$ cat config.mk
export PLATFORM = sky130hd
export DESIGN_NAME = iram_arbiter
export DESIGN_NICKNAME = d
export VERILOG_FILES = /design/src/rtl/i8051_pkg.sv /design/src/rtl/bit_addr_map.sv /design/src/rtl/iram_arbiter.sv
export SDC_FILE = /design/constraint.sdc
export NUM_CORES = 1
export LEC_CHECK = 0
export BUFFER_PORTS_ARGS = -buffer_cell sky130_fd_sc_hd__buf_4
export CAP_MARGIN = 5
export CORE_UTILIZATION = 34
export DETAILED_ROUTE_END_ITERATION = 10
export GPL_ROUTABILITY_DRIVEN = 0
export HOLD_SLACK_MARGIN = 0.02
export PLACE_DENSITY = 0.68
export SLEW_MARGIN = 10
export SYNTH_ARGS = -nofsm -noshare
export SYNTH_HDL_FRONTEND = slang
export SYNTH_SLANG_ARGS = --single-unit
$ cat constraint.sdc
create_clock -name clk -period 1.6 [get_ports clk]
set_input_delay 0.16 -clock clk [delete_from_list [all_inputs] [get_ports clk]]
set_output_delay 0.16 -clock clk [all_outputs]
set_load 0.02 [all_outputs]
$ cat src/rtl/i8051_pkg.sv
// Shared types and constants for the i8051 internal-RAM datapath.
// Holds the arbiter state encoding and the bit-addressable region bases.
package i8051_pkg;

    typedef enum logic [2:0] {
        ST_IDLE,
        ST_RD,
        ST_WR,
        ST_RMW_RD,
        ST_RMW_WR,
        ST_DONE
    } iram_state_t;

    localparam logic [7:0] BIT_BASE_LO = 8'h20;
    localparam logic [7:0] SFR_BASE    = 8'h80;

    // Replace one bit of a byte, leaving the other seven untouched.
    function automatic logic [7:0] set_bit(input logic [7:0] i_byte,
                                           input logic [2:0] i_idx,
                                           input logic       i_val);
        logic [7:0] w_res;
        w_res        = i_byte;
        w_res[i_idx] = i_val;
        return w_res;
    endfunction

endpackage

$ cat src/rtl/bit_addr_map.sv
// Maps an 8-bit bit address onto its containing byte address and bit index.
// Low bit space lives at 0x20-0x2F; high bit space addresses 8-byte-aligned SFRs.
module bit_addr_map
    import i8051_pkg::*;
(
    input  logic [7:0] i_bit_addr,
    output logic [7:0] o_byte_addr,
    output logic [2:0] o_bit_idx
);

    always_comb begin
        if (i_bit_addr < SFR_BASE) begin
            o_byte_addr = BIT_BASE_LO + {4'h0, i_bit_addr[6:3]};
        end else begin
            o_byte_addr = {i_bit_addr[7:3], 3'b000};
        end
        o_bit_idx = i_bit_addr[2:0];
    end

endmodule

$ cat src/rtl/iram_arbiter.sv
// Two-port arbiter and access sequencer for the 256-byte internal data RAM.
// Serialises core (A) and debug (B) accesses; bit writes become read-modify-write.
module iram_arbiter
    import i8051_pkg::*;
#(
    parameter bit RR_EN = 1'b1
) (
    input  logic       clk,
    input  logic       rst_n,
    input  logic       a_req,
    input  logic       a_wr,
    input  logic       a_bit,
    input  logic [7:0] a_addr,
    input  logic [7:0] a_wdata,
    input  logic       a_wbit,
    output logic       a_ack,
    input  logic       b_req,
    input  logic       b_wr,
    input  logic       b_bit,
    input  logic [7:0] b_addr,
    input  logic [7:0] b_wdata,
    input  logic       b_wbit,
    output logic       b_ack,
    output logic [7:0] rdata,
    output logic       rbit,
    output logic       ram_rd,
    output logic       ram_wr,
    output logic [7:0] ram_addr,
    output logic [7:0] ram_wdata,
    input  logic [7:0] ram_rdata
);

    iram_state_t r_state;
    iram_state_t w_next;

    logic       r_port;     // granted port: 0 = A, 1 = B
    logic       r_last;     // last granted port, drives the round-robin tie-break
    logic       r_wr;
    logic       r_bit;
    logic [7:0] r_addr;
    logic [7:0] r_wdata;
    logic       r_wbit;
    logic [7:0] r_rdata;
    logic       r_rbit;

    logic       w_grant;
    logic       w_grant_b;
    logic       w_sel_wr;
    logic       w_sel_bit;
    logic [7:0] w_sel_addr;
    logic [7:0] w_sel_wdata;
    logic       w_sel_wbit;
    logic [7:0] w_map_addr;
    logic [2:0] w_idx;
    logic [7:0] w_ram_addr;

    bit_addr_map u_map (
        .i_bit_addr  (r_addr),
        .o_byte_addr (w_map_addr),
        .o_bit_idx   (w_idx)
    );

    assign w_grant     = a_req | b_req;
    assign w_grant_b   = b_req & (~a_req | (RR_EN & ~r_last));
    assign w_sel_wr    = w_grant_b ? b_wr    : a_wr;
    assign w_sel_bit   = w_grant_b ? b_bit   : a_bit;
    assign w_sel_addr  = w_grant_b ? b_addr  : a_addr;
    assign w_sel_wdata = w_grant_b ? b_wdata : a_wdata;
    assign w_sel_wbit  = w_grant_b ? b_wbit  : a_wbit;
    assign w_ram_addr  = r_bit ? w_map_addr : r_addr;

    always_ff @(posedge clk or negedge rst_n) begin
        if (!rst_n) begin
            r_state <= ST_IDLE;
        end else begin
            r_state <= w_next;
        end
    end

    always_comb begin
        w_next    = r_state;
        ram_rd    = 1'b0;
        ram_wr    = 1'b0;
        ram_addr  = '0;
        ram_wdata = '0;
        a_ack     = 1'b0;
        b_ack     = 1'b0;
        rdata     = r_rdata;
        rbit      = r_rbit;
        case (r_state)
            ST_IDLE: begin
                if (w_grant) begin
                    if (!w_sel_wr)      w_next = ST_RD;
                    else if (w_sel_bit) w_next = ST_RMW_RD;
                    else                w_next = ST_WR;
                end
            end
            ST_RD: begin
                ram_rd   = 1'b1;
                ram_addr = w_ram_addr;
                w_next   = ST_DONE;
            end
            ST_WR: begin
                ram_wr    = 1'b1;
                ram_addr  = w_ram_addr;
                ram_wdata = r_wdata;
                w_next    = ST_DONE;
            end
            ST_RMW_RD: begin
                ram_rd   = 1'b1;
                ram_addr = w_ram_addr;
                w_next   = ST_RMW_WR;
            end
            ST_RMW_WR: begin
                ram_wr    = 1'b1;
                ram_addr  = w_ram_addr;
                ram_wdata = set_bit(ram_rdata, w_idx, r_wbit);
                w_next    = ST_DONE;
            end
            ST_DONE: begin
                a_ack  = ~r_port;
                b_ack  = r_port;
                w_next = ST_IDLE;
                // Read data is presented straight from the RAM in the ack cycle, then held.
                if (!r_wr) begin
                    rdata = ram_rdata;
                    rbit  = ram_rdata[w_idx];
                end
            end
            default: w_next = ST_IDLE;
        endcase
    end

    always_ff @(posedge clk or negedge rst_n) begin
        if (!rst_n) begin
            r_port  <= 1'b0;
            r_last  <= 1'b1;
            r_wr    <= 1'b0;
            r_bit   <= 1'b0;
            r_addr  <= '0;
            r_wdata <= '0;
            r_wbit  <= 1'b0;
            r_rdata <= '0;
            r_rbit  <= 1'b0;
        end else begin
            if (r_state == ST_IDLE && w_grant) begin
                r_port  <= w_grant_b;
                r_last  <= w_grant_b;
                r_wr    <= w_sel_wr;
                r_bit   <= w_sel_bit;
                r_addr  <= w_sel_addr;
                r_wdata <= w_sel_wdata;
                r_wbit  <= w_sel_wbit;
            end
            if (r_state == ST_DONE && !r_wr) begin
                r_rdata <= ram_rdata;
                r_rbit  <= ram_rdata[w_idx];
            end
        end
    end

endmodule

* Yosys cells after proc, flatten, opt, wreduce, memory -nomap -nowiden
Cells that the tools add are included.
** Word-level totals
- Bits in registers :: 33
- Input bits :: 50
** Operators by class
- Eq/ne operators :: 6
- Bitwise operators :: 6
- $lt $le $gt $ge :: 3
- Reduce and logical (&&, ||, !) cells :: 9
- Muxes and demuxes :: 26
- $add $sub $neg :: 1
** Operators with widths (number)
- $mux 8 :: 7
- $pmux 8 s2 :: 1
- $mux 1 :: 12
- $pmux 3 s3 :: 1
- $bwmux 8 :: 1
- $lt 8x8->1 const B :: 1
- $add 6x4->7 const A :: 1
- $eq 3x2->1 const B :: 2
- $eq 3x3->1 const B :: 2
- $lt 3x4->1 const B :: 1
- $reduce_or 2->1 :: 2
- $reduce_or 4->1 :: 1
- $bmux 1 s3 :: 1
- $demux 1 s3 :: 1
- $eq 3x1->1 const B :: 1
- $ge 3x1->1 const B :: 1
- $logic_and 1x1->1 :: 3
- $logic_not 3->1 :: 1
- $mux 3 :: 1
- $not 1->1 :: 3
- $reduce_or 3->1 :: 1
- $mux 2 :: 1
- $ne 2x2->1 const B :: 1
- $or 1x1->1 :: 2
- 2 further kinds :: 2

* Logic depth before layout (Yosys ltp)
Gate-level depths: netlist of run 1.
- Depth after elaboration :: 8
- Gate-level depth with buffers :: 6

* Hierarchy
A second synthesis of run 1 with hierarchy kept.
** Unflattened totals
- Cells, all modules :: 215
- Area total of the unflattened synthesis :: 2187.1 µm²
** Modules (own cells, without submodules)
- iram_arbiter :: area an instance 2094.5 µm², seq. area each 827.0 µm², times used 1, cells an instance 204
- bit_addr_map :: area an instance 92.6 µm², seq. area each 0.0 µm², times used 1, cells an instance 11

* Least setup slack after synthesis of run 1
OpenSTA, ideal clock, no wires.
- Kind :: flip-flop to output port
- Start :: register r_state[2]
- End :: output rdata[0]
- Stages on the path, launching flop included :: 5
- Buffers on the path :: 1
- Required time :: 1440 ps
- Setup slack :: 77 ps
- Arrival time :: 1363 ps
- Cells stage by stage :: dfrtp_1 > nand3b_4 > nor2_8 > buf_6 > mux2_1
** On the way
- Cells in the longest elaborated chain, start to end :: 2
** RTL lines
- from (decl) :: line iram_arbiter.sv:33 : iram_state_t r_state;
- from (signal assigned) :: line iram_arbiter.sv:76 : r_state <= w_next;
- $eq 3x3->1 :: line iram_arbiter.sv:90 : case (r_state)
- $mux 8 :: line iram_arbiter.sv:90
- to (decl) :: line iram_arbiter.sv:24 : output logic [7:0] rdata,
No other way between the ends.

* Worst setup path after layout of run 1
- Start :: register r_addr[1]
- End :: output rbit
** On the way
- Cells in the longest elaborated chain, start to end :: 4
** RTL lines
- from (decl) :: line iram_arbiter.sv:40 : logic [7:0] r_addr;
- from (signal assigned) :: line iram_arbiter.sv:151 : r_addr <= w_sel_addr;
- $bmux 1 s3 :: line iram_arbiter.sv:127 : rbit = ram_rdata[w_idx];
- $mux 1 (not written as such) :: line iram_arbiter.sv:127
- $mux 1 :: line iram_arbiter.sv:125 : if (!r_wr) begin
- $mux 1 :: line iram_arbiter.sv:90
- to (decl) :: line iram_arbiter.sv:25 : output logic rbit,
No other way between the ends. The select of a mux whose other input is x is not followed.

==> flow_summary.toml, run 1 <==
[routing]
avgRoutedWirePerCell_um = 14.44
via_per_inst = 4.972
drt-pass1-iter-count = 4
routed_wl_um = 5617
drc_errors = 0
via_count = 1934
drt_iter0_drc = 39
ant_nets = 0

[worst_setup_path]
crit_chain = "mux2_4, a22oi_2, a21oi_2, o32a_1, buf_6"
cp-start-kind = "flip-flop"
path_max_fanout = 6
required_ns = 1.44
end_kind = "primary output"
crit_slowest_cell = "dfrtp_2"
max_stage_delay_ns = 0.45
crit_type = "reg -> out"
critPathArrivalTime_ns = 1.73

[final_layout]
diodes = 0
layout_common_cells = "buf_4 (84), buf_6 (31), dfrtp_1 (28)"
fin_util_pct = 60.45
drive_above_1_share_pct = 61.20
layout-area-overhead-vs-synth_pct = 66.89
final_area_um2 = 3431
final_common_cell = "buf_4"
layout.nets = 366

[timing]
final_hold_viol_count = 0
max_freq_mhz = 529.7
setup_ws_ns = -0.2879
finalMaxSlewViolations = 0
tightest_slew_ns = 0.4317
setup_tns_ns = -4.045
relSlewSlack_pct = 71.22
period_needed_ns = 1.888
rsz0062_at_grt = "yes"
fin_crit_sh_pct = 118.0
setup_viol = 26
skew_ns = 0.007464

[floorplan]
fp.dieH_um = 79.76
core_region_area_um2 = 5675
dieArea_um2 = 6361
start_util_pct = 36.22
ios = 79
rows = 27
die_x_um = 79.76

[place]
portBuffers = 78
post-dp-hpwl_um = 3802
place_ws_ns = -0.1101
place_area_um2 = 2833

[global_route]
antenna_found_initial = 0
grt_start_max_net_pins = 34
grt_pass1_wl_um = 8852
grt_pass1_vias = 1900
grt-ovfl-total = 0
track_usage_pct = 18.32

[logic_synthesis]
synth_seq_cells = 33
yosysUniqueCellTypes = 41
avgSynthCellArea_um2 = 10.08
syn_inst = 204
synth_edf_count = 0
yosys_warnings = 0
yosysSeqAreaShare_pct = 40.23
ys.flop_type = "dfrtp_1"
async_reset_ff_share_pct = 100.0
synth_nets = 254
synthesis.area_um2 = 2056

[pwr]
p_clk_share_pct = 8.9
intPower_mw = 4.342
p_total_mw = 7.251
p_comb_share_pct = 68.0
p_sw_mw = 2.909
ir_worst_vdd_uv = 1229
power_leakage_nw = 1.613
swShare_pct = 40.12
pwr-share-seq_pct = 23.1
p_per_area_nw_per_um2 = 2114

[clock_tree]
clkSinkCount = 33
htreeDepth = 2
cts_tree = "yes"
cts_root_buf = "clkbuf_8"
clk_pin_slew_ns = 0.07
clock_latency_ns = 0.28
clock_path_buffers = 2
cts_made_buffers = 5

[run]
drv_cap = 0

[status]
outcome = "finished, violations left"
violations = "negative setup slack"

[worst_hold_path]
worst_hold_path_type = "in -> reg"
-- per-stage QoR --
step | std cells | hold WS [ns]
3_3_place_gp | 361 | 0.1293
4_1_cts | 384 | 0.05886
2_1_floorplan | 204 | -0.1356
5_1_grt | 389 | 0.07169
3_5_place_dp | 361 | 0.1323
6_report | 389 | 0.06653
-- worst max-delay path: cells and delay by family (launching register included) --
family / cells / cell delay [ns]
AOI/OAI and AO/OA: 3 / 0.53
buffers and inverters: 1 / 0.15
DFF: 1 / 0.45
muxes: 1 / 0.31
-- logic make-up (layout without fill, tap and decap cells) --
logic type                 Yosys count  in the layout  synth area share, %
AOI/OAI and AO/OA                   45             45                14.18
xor gates and xnor gates             1              1               0.7914
adders and majority gates            1              1               0.4869
buffers and inverters               17            130                4.504
DFF                                 33             33                40.23
muxes                               45             45                23.43
and+or+nand+nor                     62             62                16.37
-- cell usage after synthesis, types with 2 or more instances --
master    instances  area (µm²)
mux2_1            8       90.09
mux2_2           17       191.4
nand3_1           2       10.01
nand2_1          19       71.32
buf_2             5       25.02
o21ai_1           4       20.02
buf_4             2       15.01
mux2i_1          20       200.2
o32a_1            2       20.02
a21oi_1           6       30.03
inv_1             2       7.510
a22oi_1           9       67.56
nor2_1           18       67.56
clkbuf_1          5       18.77
o21ai_0          15       75.07
nor2b_1           6       37.54
buf_6             2       22.52
dfrtp_1          32       800.8
nand3b_1          4       30.03
nor3b_1           5       37.54
-- path summary, 6_finish.rpt --
kind                                         from                     end  slack, ns  depth (start not counted)
min reg2reg                r_wdata[5]$_DFFE_PN0P_  r_wdata[5]$_DFFE_PN0P_       0.48                          2
min                                         a_req      r_last$_DFFE_PN1P_       0.07                          2
max in group asynchronous                   rst_n      r_last$_DFFE_PN1P_       0.88                          2
max reg2reg                r_state[1]$_DFFE_PN0P_  r_rdata[0]$_DFFE_PN0P_       0.10                          6
max                         r_addr[1]$_DFFE_PN0P_                    rbit      -0.29                          5
min in group asynchronous                   rst_n  r_rdata[7]$_DFFE_PN0P_       0.37                          2
-- registers in the layout, summed over array words and instances (netlist names) --
register / flops
r_wr: 1
r_last: 1
r_wdata: 8
r_rdata: 8
r_state: 3
r_addr: 8
r_wbit: 1
r_bit: 1
r_port: 1
r_rbit: 1
-- cell type report --
cell class / count / area, µm²
clock buffers: 8 / 90.09
fillers: 483 / 2245
inverters: 3 / 11.26
multi-input cells: 154 / 1363
flip-flops and latches: 33 / 832.0
well taps: 72 / 90.09
repair buffers: 119 / 1045
-- per-layer routing --
metal / vias to the layer above / global-route usage, % / part of all wire, %
met3: 5 / 5.029 / 5.4
li1: 950 / - / -
met1: 924 / 22.69 / 43
met2: 55 / 31.11 / 51
met4: 0 / 5.000 / 0.75
met5: - / 0 / 0
-- power by group through the flow --
stage | combinational (mW) | clock, mW | sequential [mW]
global route | 5.29 | 0.706 | 1.73
CTS | 4.35 | 0.673 | 1.64
finish | 4.93 | 0.647 | 1.67
detailed placement | 3.53 | 0 | 1.61
global placement | 3.49 | 0 | 1.59
floorplan | 2.26 | 0 | 1.52
-- timing repair --
action	CTS	global route
resized for setup	48	46
endpoints found under the setup margin	27	32
hold endpoints to repair	32	0
hold buffers	1	0
setup buffers	12	10
gates cloned	2	0
pin swaps	7	7
Power figures use the tool's default switching activity.
==> inputs of run 2 (changes only) <==
--- a/config.mk
+++ b/config.mk
@@ -8,9 +8,12 @@
 export BUFFER_PORTS_ARGS = -buffer_cell sky130_fd_sc_hd__buf_4
 export CAP_MARGIN = 5
+export CELL_PAD_IN_SITES_DETAIL_PLACEMENT = 0
+export CELL_PAD_IN_SITES_GLOBAL_PLACEMENT = 1
+export CORE_MARGIN = 3
 export CORE_UTILIZATION = 34
 export DETAILED_ROUTE_END_ITERATION = 10
 export GPL_ROUTABILITY_DRIVEN = 0
 export HOLD_SLACK_MARGIN = 0.02
-export PLACE_DENSITY = 0.68
+export PLACE_DENSITY = 0.84
 export SLEW_MARGIN = 10
 export SYNTH_ARGS = -nofsm -noshare
==> constraint.sdc (replaced) <==
create_clock -name clk -period 1.6 [get_ports clk]
set_input_delay 0.32 -clock clk [delete_from_list [all_inputs] [get_ports clk]]
set_output_delay 0.32 -clock clk [all_outputs]
set_load 0.02 [all_outputs]
==> run 2 against run 1 <==
  * The flow still finishes with violations (negative setup slack)
  * Hold slack better by 0.16 ns
  * Clock skew rose by 0.0013 ns
  * Non-clock buffer count increased by 11
  * Die area up 10%
  * Clock power increased by 9.9%
  * Routed wire length grew 11%
  * Critical path type unchanged
  * Largest cell class unchanged
  * Highest routed layer unchanged
==> flow_summary.toml, run 2 (synthesized netlist as in run 1, its figures left out) <==
[status]
outcome = "finished, violations left"
violations = "negative setup slack"

[routing]
via_count = 1969
drt_iter0_drc = 105
drc_errors = 0
avgRoutedWirePerCell_um = 15.53
drt-pass1-iter-count = 4
ant_nets = 0
routed_wl_um = 6213
via_per_inst = 4.923

[floorplan]
fp.dieH_um = 83.76
core_region_area_um2 = 5675
ios = 79
start_util_pct = 36.22
dieArea_um2 = 7015
rows = 27
die_x_um = 83.76

[final_layout]
fin_cells = 400
layout-area-overhead-vs-synth_pct = 77.54
final_common_cell = "buf_4"
layout_common_cells = "buf_4 (83), buf_6 (43), dfrtp_1 (27)"
fillers = 459
drive_above_1_share_pct = 65.55
diodes = 0
top_regs = "r_addr x8, r_rdata x8, r_wdata x8"
layout.nets = 377

[worst_setup_path]
end_kind = "primary output"
crit_type = "reg -> out"
crit_slowest_cell = "dfrtp_2"
crit_chain = "mux2_2, a22oi_2, a21oi_2, o32a_1, buf_4"
max_stage_delay_ns = 0.44
critPathArrivalTime_ns = 1.78
path_max_fanout = 5
crit_family = "compound AO/OA/AOI/OAI gates"
required_ns = 1.28
cp-start-kind = "flip-flop"
crit_buf_inv = 1

[pwr]
p_comb_share_pct = 69.4
p_sw_mw = 3.238
swShare_pct = 40.53
intPower_mw = 4.751
p_total_mw = 7.989
pwr-share-seq_pct = 21.7
power_leakage_nw = 1.684
p_clk_share_pct = 8.9
p_per_area_nw_per_um2 = 2189
ir_worst_vdd_uv = 1258

[timing]
hold_ws_ns = 0.2252
setup_tns_ns = -8.866
rsz0062_at_grt = "yes"
relSlewSlack_pct = 71.80
period_needed_ns = 2.100
max_freq_mhz = 476.2
fin_crit_sh_pct = 131.2
final_hold_viol_count = 0
skew_ns = 0.008715
tightest_slew_ns = 0.4229
finalMaxSlewViolations = 0
setup_viol = 27
setup_ws_ns = -0.4999

[place]
placedCellCount = 370
place_ws_ns = -0.2248
portBuffers = 78
post-dp-hpwl_um = 4236

[clock_tree]
clock_latency_ns = 0.29
cts_tree = "yes"
clk_pin_slew_ns = 0.07
clkSinkCount = 33
cts_made_buffers = 5
clock_path_buffers = 2
htreeDepth = 2
cts_root_buf = "clkbuf_8"

[global_route]
grt_start_max_net_pins = 34
grt_pass1_wl_um = 9977
antenna_found_initial = 0
track_usage_pct = 17.97
grt_pass1_vias = 2050
grt-ovfl-total = 0

[worst_hold_path]
worst_hold_path_type = "in -> reg"

[run]
drv_cap = 0
-- run 2: cell types whose count changed in the layout (fill, tap and decap cells not counted), sizes merged --
cell,change
clkbuf,-1
buf,+11
clkinv,+1
-- run 2: layer usage --
metal	share of wire, %	track usage (%)
met5	0	0
met4	2.4	6.725
met3	5.4	5.528
met2	50	29.36
met1	42	22.20
-- run 2: repair_timing --
item,CTS,global route
gates resized for setup,87,22
hold buffers,1,0
pin swaps,17,14
cloned,1,0
setup endpoints to repair,27,46
buffers inserted,19,3
hold endpoints to repair,32,0
-- run 2: power groups by stage --
stage	Clock [mW]	Sequential (mW)	Combinational [mW]
2_1_floorplan	0	1.54	2.45
3_3_place_gp	0	1.65	3.70
3_5_place_dp	0	1.68	3.76
4_1_cts	0.720	1.69	5.25
5_1_grt	0.770	1.79	5.88
6_report	0.711	1.74	5.54
-- run 2: metrics by stage --
step / area [µm²] / util, %
floorplan: 2125 / -
global route: 3650 / 64.31
finish: 3650 / 64.31
detailed placement: 2962 / 52.18
global placement: 2962 / 52.18
CTS: 3540 / 62.37
-- run 2: worst paths after layout --
check | from | to | slack [ns] | cells after the start
worst max-delay path | r_addr[1]$_DFFE_PN0P_ | rbit | -0.50 | 5
worst min-delay path | a_req | r_last$_DFFE_PN1P_ | 0.23 | 2
worst min register to register | r_wdata[5]$_DFFE_PN0P_ | r_wdata[5]$_DFFE_PN0P_ | 0.51 | 2
max in group asynchronous | rst_n | r_last$_DFFE_PN1P_ | 0.75 | 2
min in group asynchronous | rst_n | r_rdata[3]$_DFFE_PN0P_ | 0.51 | 2
worst max register to register | r_state[1]$_DFFE_PN0P_ | r_state[2]$_DFFE_PN0P_ | 0.06 | 9
-- run 2: cell type report --
cell class / instances / area [µm²] / share of cell area [%]
Multi-Input combinational cell: 154 / 1439 / 39.42
Timing Repair Buffer: 130 / 1172 / 32.12
Sequential cell: 33 / 833.3 / 22.83
Clock buffer: 7 / 96.34 / 2.640
Tap cell: 72 / 90.09 / 2.468
Inverter: 3 / 13.76 / 0.3771
Clock inverter: 1 / 5.005 / 0.1371
==> inputs of run 3 (changes only) <==
Settings changed: PLACE_DENSITY 0.84 to 0.83, SYNTH_HIERARCHICAL set to 1.
==> run 3 against run 2 <==
  * Clock-buffer cell count unchanged
  * Setup slack got worse by 0.023 ns
  * Routed wire length is 3.9% higher
  * Critical path depth did not move
  * Via count grew 4.1%
  * Clock skew is 0.0016 ns lower
  * Maximum frequency fell by 1.1%
  * Synthesized area grew 6.4%
  * Final cell count grew 3.5%
  * The run still ends with negative setup slack left
==> flow_summary.toml, run 3 <==
[status]
outcome = "finished, violations left"
violations = "negative setup slack"

[pwr]
p_total_mw = 8.107
ir_worst_vdd_uv = 1014
power_leakage_nw = 1.762
p_per_area_nw_per_um2 = 2146

[timing]
fin_crit_sh_pct = 132.7
setup_ws_ns = -0.5234
max_freq_mhz = 470.9
relSlewSlack_pct = 69.81
final_hold_viol_count = 0
period_needed_ns = 2.123
tightest_slew_ns = 0.4529
rsz0062_at_grt = "yes"
skew_ns = 0.007119
finalMaxSlewViolations = 0
setup_viol = 28

[logic_synthesis]
async_reset_ff_share_pct = 100.0
synth_top_cell_by_area = "dfrtp_1"
synth_commonest_cells = "dfrtp_1 (32), mux2i_1 (28), nand2_1 (19), nor2_1 (19), mux2_2 (18)"
synthesis.area_um2 = 2187
synth_xor_area_share_pct = 0
synth-simple-area-share_pct = 17.62
ys.flop_type = "dfrtp_1"
synth_top_family_by_area = "multiplexers"
synth.most_common_cell = "dfrtp_1"
synth_fa_ha_area_share_pct = 0
synth_nets = 265
syn_inst = 215
synth_seq_cells = 33
synth_edf_count = 0
avgSynthCellArea_um2 = 10.17
synthMuxAreaShare_pct = 26.37
yosysUniqueCellTypes = 39
yosys_warnings = 6
yosysSeqAreaShare_pct = 37.81
synth_compound_area_share_pct = 12.24
synth_top_area_share_pct = 36.61
ys_top_cells_by_area = "dfrtp_1 (37%), mux2i_1 (13%), mux2_2 (9.3%), mux2_1 (3.6%), nand2_1 (3.3%)"

[final_layout]
top_regs = "r_addr x8, r_rdata x8, r_wdata x8"
layout_common_cells = "buf_4 (88), buf_6 (39), dfrtp_1 (29)"
final_common_cell = "buf_4"
fin_util_pct = 62.35
drive_above_1_share_pct = 64.90
layout-area-overhead-vs-synth_pct = 72.77
layout.nets = 388
diodes = 0

[worst_hold_path]
worstHoldStart = "a_req"
worst_hold_path_type = "in -> reg"

[clock_tree]
clk_pin_slew_ns = 0.07
cts_root_buf = "clkbuf_8"
htreeDepth = 2
cts_tree = "yes"
clkSinkCount = 33
clock_path_buffers = 2
clock_latency_ns = 0.29
cts_made_buffers = 5

[worst_setup_path]
rr_startpoint = "r_state[2]$_DFFE_PN0P_"
cp-start-kind = "flip-flop"
path_max_fanout = 11
end_kind = "primary output"
startpoint = "r_addr[0]$_DFFE_PN0P_"
crit_type = "reg -> out"
critPathArrivalTime_ns = 1.80
required_ns = 1.28

[routing]
avgRoutedWirePerCell_um = 15.59
via_count = 2049
drt_iter0_drc = 31
via_per_inst = 4.949
drc_errors = 0
ant_nets = 0
drt-pass1-iter-count = 4
routed_wl_um = 6453

[floorplan]
start_util_pct = 36.09
rows = 28
dieArea_um2 = 7431
fp.dieH_um = 86.21
ios = 79
core_region_area_um2 = 6061
die_x_um = 86.21

[place]
portBuffers = 78
post-dp-hpwl_um = 4242

[run]
drv_cap = 0

[global_route]
track_usage_pct = 17.85
antenna_found_initial = 0
grt_pass1_vias = 2142
grt_pass1_wl_um = 10340
grt-ovfl-total = 0
grt_start_max_net_pins = 34
==> run 3: cell count changes in the layout (fill, tap and decap cells not counted), sizes merged, moves of 3 or more <==
cell / change
buf: +3
a21oi: -4
and2b: +3
mux2i: +8
nor2b: -3
==> run 3: metrics by stage <==
stage | std cells | area, µm² | setup TNS, ns | hold slack (ns) | setup WS, ns
floorplan | 215 | 2315 | -0.8631 | 0.02441 | -0.1114
global placement | 378 | 3068 | -3.894 | 0.2954 | -0.2682
detailed placement | 378 | 3068 | -4.570 | 0.2995 | -0.3284
CTS | 413 | 3690 | -9.285 | 0.2322 | -0.4862
global route | 414 | 3779 | -12.00 | 0.2463 | -0.5663
finish | 414 | 3779 | -9.878 | 0.2429 | -0.5234
==> run 3: worst max-delay path, stage by stage, from the launching register on <==
cell	delay, ns
dfrtp_2	0.50
nor3b_2	0.27
mux2_4	0.34
a22oi_2	0.20
nor2_4	0.06
buf_6	0.13
==> run 3: path summary, 6_finish.rpt <==
path	cells past startpoint	to	slack (ns)
max reg2reg	7	r_rdata[5]$_DFFE_PN0P_	0.03
max in group asynchronous	2	r_addr[0]$_DFFE_PN0P_	0.72
max	5	ram_wdata[2]	-0.52
min	2	r_last$_DFFE_PN1P_	0.24
min in group asynchronous	2	r_rdata[5]$_DFFE_PN0P_	0.53
min reg2reg	2	r_wdata[7]$_DFFE_PN0P_	0.50
==> run 3: area by class of cell <==
| class | instances | area [µm²] |
|---|---|---|
| multi-input cells | 163 | 1514 |
| clock inverters | 1 | 5.005 |
| fillers | 494 | 2282 |
| inverters | 1 | 3.754 |
| repair buffers | 134 | 1235 |
| well taps | 75 | 93.84 |
| flip-flops and latches | 33 | 830.8 |
| clock buffers | 7 | 96.34 |
==> run 3: what timing repair did <==
action,4_1_cts,5_1_grt
cloned,3,1
hold buffers,1,0
endpoints found under the setup margin,33,49
setup buffers,25,2
pin swaps,13,4
gates resized for setup,77,18
endpoints found under the hold margin,32,0
==> run 3: cells by family (layout without fill, tap and decap cells) <==
logic type / count (synthesis) / after routing
mux: 54 / 54
compound gates: 41 / 42
flops: 33 / 33
buf+inv: 20 / 143
simple gates: 67 / 67
==> run 3: per-layer routing <==
layer  part of all wire (%)  track usage (%)  wire length (µm)
met4                    1.9            6.516               123
met1                     40            20.89              2599
met5                      0                0                 0
met3                    5.6            4.278               359
met2                     52            31.67              3371
==> run 3: power breakdown <==
part           switching, mW  internal [mW]  leakage (nW)
Sequential             0.487           1.26         0.396
Combinational           2.44           3.21          1.31
Clock                  0.320          0.389        0.0542
